File: src/rtl/ifm_stream_buffer.sv
// IFM stream buffer: AXI-Stream slave feeding a first-word-fall-through FIFO that a
// downstream parser pops one word per input_req, with frame bookkeeping and sticky errors.
module ifm_stream_buffer #(
    parameter int unsigned DATA_WIDTH = 512,
    parameter int unsigned DEPTH      = 8
) (
    input  logic                      clk,
    input  logic                      rst,
    input  logic                      start_conv_pulse,
    input  logic [15:0]               cfg_frame_words,
    input  logic [DATA_WIDTH-1:0]     s_axis_tdata,
    input  logic                      s_axis_tvalid,
    input  logic                      s_axis_tlast,
    output logic                      s_axis_tready,
    input  logic                      input_req,
    output logic [DATA_WIDTH-1:0]     fm,
    output logic                      fm_valid,
    output logic [$clog2(DEPTH):0]    fifo_level,
    output logic                      frame_done,
    output logic                      underflow_err,
    output logic                      tlast_err
);

    localparam int unsigned ADDR_W = $clog2(DEPTH);
    localparam logic [ADDR_W:0] FullLevel = (ADDR_W + 1)'(DEPTH);

    typedef enum logic [1:0] {StIdle, StRun, StDrain} state_e;

    state_e                state_q;
    logic [DATA_WIDTH-1:0] mem_q [DEPTH];
    logic [ADDR_W-1:0]     wr_ptr_q;
    logic [ADDR_W-1:0]     rd_ptr_q;
    logic [ADDR_W:0]       level_q;
    logic [15:0]           in_cnt_q;
    logic [15:0]           out_cnt_q;
    logic [15:0]           frame_words_q;
    logic                  frame_done_q;
    logic                  underflow_q;
    logic                  tlast_err_q;

    logic push;
    logic pop;
    logic last_beat;

    // tready depends on registered state only, so input_req never reaches it.
    assign s_axis_tready = (state_q == StRun) && (level_q != FullLevel)
                           && (in_cnt_q != frame_words_q);
    assign fm_valid      = (level_q != '0);
    assign fm            = fm_valid ? mem_q[rd_ptr_q] : '0;
    assign fifo_level    = level_q;
    assign frame_done    = frame_done_q;
    assign underflow_err = underflow_q;
    assign tlast_err     = tlast_err_q;

    assign push      = s_axis_tvalid && s_axis_tready && !start_conv_pulse;
    assign pop       = input_req && fm_valid && !start_conv_pulse;
    assign last_beat = (in_cnt_q == frame_words_q - 16'd1);

    always_ff @(posedge clk) begin
        if (push) begin
            mem_q[wr_ptr_q] <= s_axis_tdata;
        end
    end

    always_ff @(posedge clk or posedge rst) begin
        if (rst) begin
            state_q       <= StIdle;
            wr_ptr_q      <= '0;
            rd_ptr_q      <= '0;
            level_q       <= '0;
            in_cnt_q      <= '0;
            out_cnt_q     <= '0;
            frame_words_q <= '0;
            frame_done_q  <= 1'b0;
            underflow_q   <= 1'b0;
            tlast_err_q   <= 1'b0;
        end else begin
            frame_done_q <= 1'b0;
            if (start_conv_pulse) begin
                // New frame (or abort): flush and reload; a zero-length frame completes at once.
                wr_ptr_q      <= '0;
                rd_ptr_q      <= '0;
                level_q       <= '0;
                in_cnt_q      <= '0;
                out_cnt_q     <= '0;
                frame_words_q <= cfg_frame_words;
                underflow_q   <= 1'b0;
                tlast_err_q   <= 1'b0;
                if (cfg_frame_words == 16'd0) begin
                    state_q      <= StIdle;
                    frame_done_q <= 1'b1;
                end else begin
                    state_q <= StRun;
                end
            end else begin
                if (push) begin
                    wr_ptr_q <= wr_ptr_q + 1'b1;
                    in_cnt_q <= in_cnt_q + 16'd1;
                    if (s_axis_tlast != last_beat) begin
                        tlast_err_q <= 1'b1;
                    end
                    if (in_cnt_q + 16'd1 == frame_words_q) begin
                        state_q <= StDrain;
                    end
                end
                if (pop) begin
                    rd_ptr_q  <= rd_ptr_q + 1'b1;
                    out_cnt_q <= out_cnt_q + 16'd1;
                    if (state_q == StDrain && out_cnt_q + 16'd1 == frame_words_q) begin
                        frame_done_q <= 1'b1;
                        state_q      <= StIdle;
                    end
                end
                if (input_req && !fm_valid) begin
                    underflow_q <= 1'b1;
                end
                if (push && !pop) begin
                    level_q <= level_q + 1'b1;
                end else if (pop && !push) begin
                    level_q <= level_q - 1'b1;
                end
            end
        end
    end

endmodule

File: config.mk
export PLATFORM = sky130hd
export DESIGN_NAME = ifm_stream_buffer
export DESIGN_NICKNAME = d
export VERILOG_FILES = /design/src/rtl/ifm_stream_buffer.sv
export SDC_FILE = /design/constraint.sdc
export NUM_CORES = 2
export LEC_CHECK = 0
export BUFFER_PORTS_ARGS = -buffer_cell sky130_fd_sc_hd__buf_2
export CAP_MARGIN = 20
export CORE_ASPECT_RATIO = 1.1
export CORE_MARGIN = 5
export CORE_UTILIZATION = 49
export CTS_CLUSTER_DIAMETER = 50
export DETAILED_ROUTE_END_ITERATION = 10
export GPL_TIMING_DRIVEN = 0
export HOLD_SLACK_MARGIN = 0.12
export PLACE_DENSITY = 0.7
export SYNTH_ARGS = -nofsm -noshare
export SYNTH_HDL_FRONTEND = slang
export SYNTH_SLANG_ARGS = --single-unit
File: constraint.sdc
create_clock -name clk -period 156.5 [get_ports clk]
set_input_delay 15.65 -clock clk [delete_from_list [all_inputs] [get_ports clk]]
set_output_delay 15.65 -clock clk [all_outputs]
set_load 0.05 [all_outputs]
==> results by group <==
Status
  – Status: finished, final reports clean

Worst setup path
  – Worst EP required: 140850 ps
  – Instance count on the critical path: 9
  – Crit-path slowest cell: buf_1
  – CP Max Fanout: 10
  – Cell mode on critical path: clkbuf_1
  – FF-to-FF Start: frame_words_q[4]
  – Sum of buffers and inverters on the critical path: 6
  – CP max stage delay: 840 ps
  – Critical path arrival: 5210 ps
  – Critical setup path kind: reg2out
  – Startpoint types: flop
  – Worst R2R Path Depth: 23
  – Critical Path, Cell by Cell: clkbuf_1 > buf_8 > clkbuf_2 > clkbuf_1 > buf_1 > mux4_2 > mux2i_1 > nor2_1 > buf_2
  – CP top delay family: buffers and inverters
  – CP endpoint kind: output pin
  – Crit path from: rd_ptr_q[1]

Yosys
  – Yosys reg bits: 4159
  – Synth Area per Inst: 22.7 µm²
  – Primary FF master, synth: edfxtp_1
  – Area contributors post-synth: edfxtp_1 77%, mux4_2 15%, mux2i_1 3.3%
  – Syn. warnings: 0
  – Mapped Area: 159000 µm²
  – Async SR Flop Fraction: 0.0151
  – Syn Inst Count: 7021
  – Net Count, Synth: 7563
  – Seq/Total Area, Yosys: 0.783
  – Number of synthesized flops with an enable pin: 4096
  – Yosys top cell by area: edfxtp_1
  – Top-area cell type share of the netlist area: 0.773
  – Library cells used by synthesis: 68

Clocking
  – CTS H-Tree Depth: 5
  – Root buf cell: clkbuf_16
  – CTS tree: yes
  – PostCTS Resize Cnt: 0
  – Clk buf depth: 4
  – Post-CTS Hold Buffers: 0
  – Clock-pin transition on the worst setup and hold timing paths: 60 ps
  – CTS Buf Count: 426
  – Post-CTS Setup Repair Bufs: 0
  – Worst skew pair latency: 1000 ps
  – CTS Sinks: 4159

Die
  – Initial Util: 0.492
  – Die width: 553 µm
  – Die Y: 608 µm
  – IO Pins: 1055
  – Core footprint: 323000 µm²
  – # rows: 219
  – Full die area: 336000 µm²

Placed design
  – Dpl hpwl: 286 mm
  – RePlAce Congestion: 0.847
  – IO buf count: 1053
  – Placed Cells: 12915
  – Area after DPL: 176000 µm²

STA
  – Fmax: 0.0479 GHz
  – Max-slew headroom: 0.245
  – Post-route minimum period: 20860 ps
  – Post-Route Skew: 61.8 ps
  – Pins Over Slew Limit: 0
  – Final Cycle Share: 0.133
  – Setup violators final: 0
  – Worst Max-Slew Pin Slew: 1130 ps
  – Final Hold Fails: 0
  – Setup total negative slack: 0 ps
  – RSZ-0062 raised after global routing: no

GRT
  – Vias in the first global route: 81862
  – Largest net degree at the start of global routing: 41
  – GRT overflow: 0
  – Initial antenna violation count: 226
  – First-pass GRT wire length: 581 mm
  – All-Layer GR Usage: 0.237

Final layout
  – # nets final: 9585
  – Fraction of layout instances using a drive strength above 1: 0.352
  – Syn-to-layout area delta: 19.4%
  – Fin cells: 13853
  – Fill cells: 22901
  – Post-route cell area: 190000 µm²

Routing
  – 1st-iter DRT viols: 8907
  – TritonRoute pass-1 iters: 6
  – Detail Route Antenna Nets: 0
  – DR WL/cell: 29.3 µm
  – Vias/cell: 5.78
  – Drt drc: 0
  – Via count: 80054
  – Detailed-route wire length: 405 mm

Run
  – Max-cap violations: 0

Min path
  – Min-delay src: underflow_err
  – Hold Path Class: reg2reg
  – Hold path depth: 2

Power and ir drop
  – Max VDD drop: 0.0232 mV
  – Leakage: 0.0611 µW
  – Pwr/cell area: 17.6 nW/µm²
[worst min-delay path: cells and delay by family, from the launching register on]
| family | cells | cell delay (ps) |
|---|---|---|
| simple gates | 1 | 70 |
| compound gates | 1 | 40 |
| flops | 1 | 340 |
[logic make-up after synthesis]
kind of cell | count (synthesis) | share of synthesized area
adders and majority gates | 8 | 0.000677
and+or+nand+nor | 751 | 0.0198
xor gates and xnor gates | 90 | 0.00500
buffers and inverters | 397 | 0.00984
AOI/OAI and AO/OA | 57 | 0.00258
DFF | 4159 | 0.783
muxes | 1559 | 0.179
[cells in the final DEF (no fill, tap or decap), types with 5 or more instances in the layout]
master and n:
a21oi_1 11, and2_1 6, and3_1 11, buf_1 120, buf_12 48, buf_16 8, buf_2 1101, buf_4 183
buf_6 237, buf_8 67, bufinv_16 20, clkbuf_1 290, clkbuf_16 427, clkbuf_2 15, clkinv_1 111, clkinv_16 17
clkinv_2 52, clkinv_4 8, clkinv_8 6, clkinvlp_4 28, dfrtp_1 63, diode_2 141, edfxtp_1 4096, ha_1 7
inv_1 13, inv_16 5, inv_6 12, inv_8 9, mux2_2 17, mux2i_1 518, mux4_2 1024, nand2_1 47
nand3_1 22, nand4_1 20, nor2_1 581, nor3_1 14, nor4_1 13, o21ai_0 12, xnor2_1 51, xor2_1 38
[path summary, 6_finish.rpt]
| kind | endpoint | slack [ps] |
|---|---|---|
| setup / recovery | fm[264] | 135640 |
| hold / removal | underflow_err | 500 |
| setup reg to reg | mem_q[0][395] | 150790 |
| hold reg to reg | underflow_err | 500 |
| max in group asynchronous | out_cnt_q[1] | 141100 |
| min in group asynchronous | in_cnt_q[10] | 14750 |
[where the power goes]
part / switching [µW] / internal [µW] / total, µW
Sequential: 8.44 / 1260 / 1270
Combinational: 783 / 329 / 1110
Clock: 430 / 541 / 970
[per-layer routing]
layer	track usage	vias to the layer above	routed length, µm
met5	0	-	744
met4	0.0975	122	17900
met3	0.0607	799	37100
met2	0.380	3549	198000
met1	0.311	42076	151000
li1	-	33508	-
[Yosys cell counts (4+ instances only)]
library cell,n
a21oi_1,11
and2_1,6
and3_1,11
and4_1,4
buf_1,120
buf_2,48
clkbuf_1,212
dfrtp_1,63
edfxtp_1,4096
ha_1,7
inv_1,14
mux2_2,17
mux2i_1,518
mux4_2,1024
nand2_1,47
nand3_1,22
nand3b_1,4
nand4_1,20
nor2_1,583
nor3_1,16
nor4_1,14
o21ai_0,12
xnor2_1,51
xor2_1,38
[area by class of cell]
type / count / area [µm²] / share of cell area
repair buffers: 1594 / 11500 / 0.0605
inverters: 15 / 56.3 / 0.000297
multi-input cells: 2465 / 33000 / 0.174
well taps: 4309 / 5390 / 0.0284
flip-flops and latches: 4159 / 125000 / 0.656
clock inverters: 268 / 2470 / 0.0130
plain buffers: 382 / 1530 / 0.00805
clock buffers: 520 / 11000 / 0.0581
diodes: 141 / 353 / 0.00186
[per-stage QoR]
stage               worst slack (ps)  power (µW)  hold WS, ps   util
floorplan                      85430        2110          523      -
global placement               27760        2500          473  0.525
detailed placement            136180        2410          482  0.544
CTS                           135170        3380          496  0.586
global route                  135300        3470          529  0.587
finish                        135640        3350          497  0.587
[sequential cells by signal, summed over array words and instances (netlist names)]
register	cells
mem_q	4096
frame_words_q	16
in_cnt_q	16
out_cnt_q	16
fifo_level	4
rd_ptr_q	3
wr_ptr_q	3
state_q	2
frame_done	1
tlast_err	1
underflow_err	1
No activity file was read; power rests on OpenSTA's default activity.
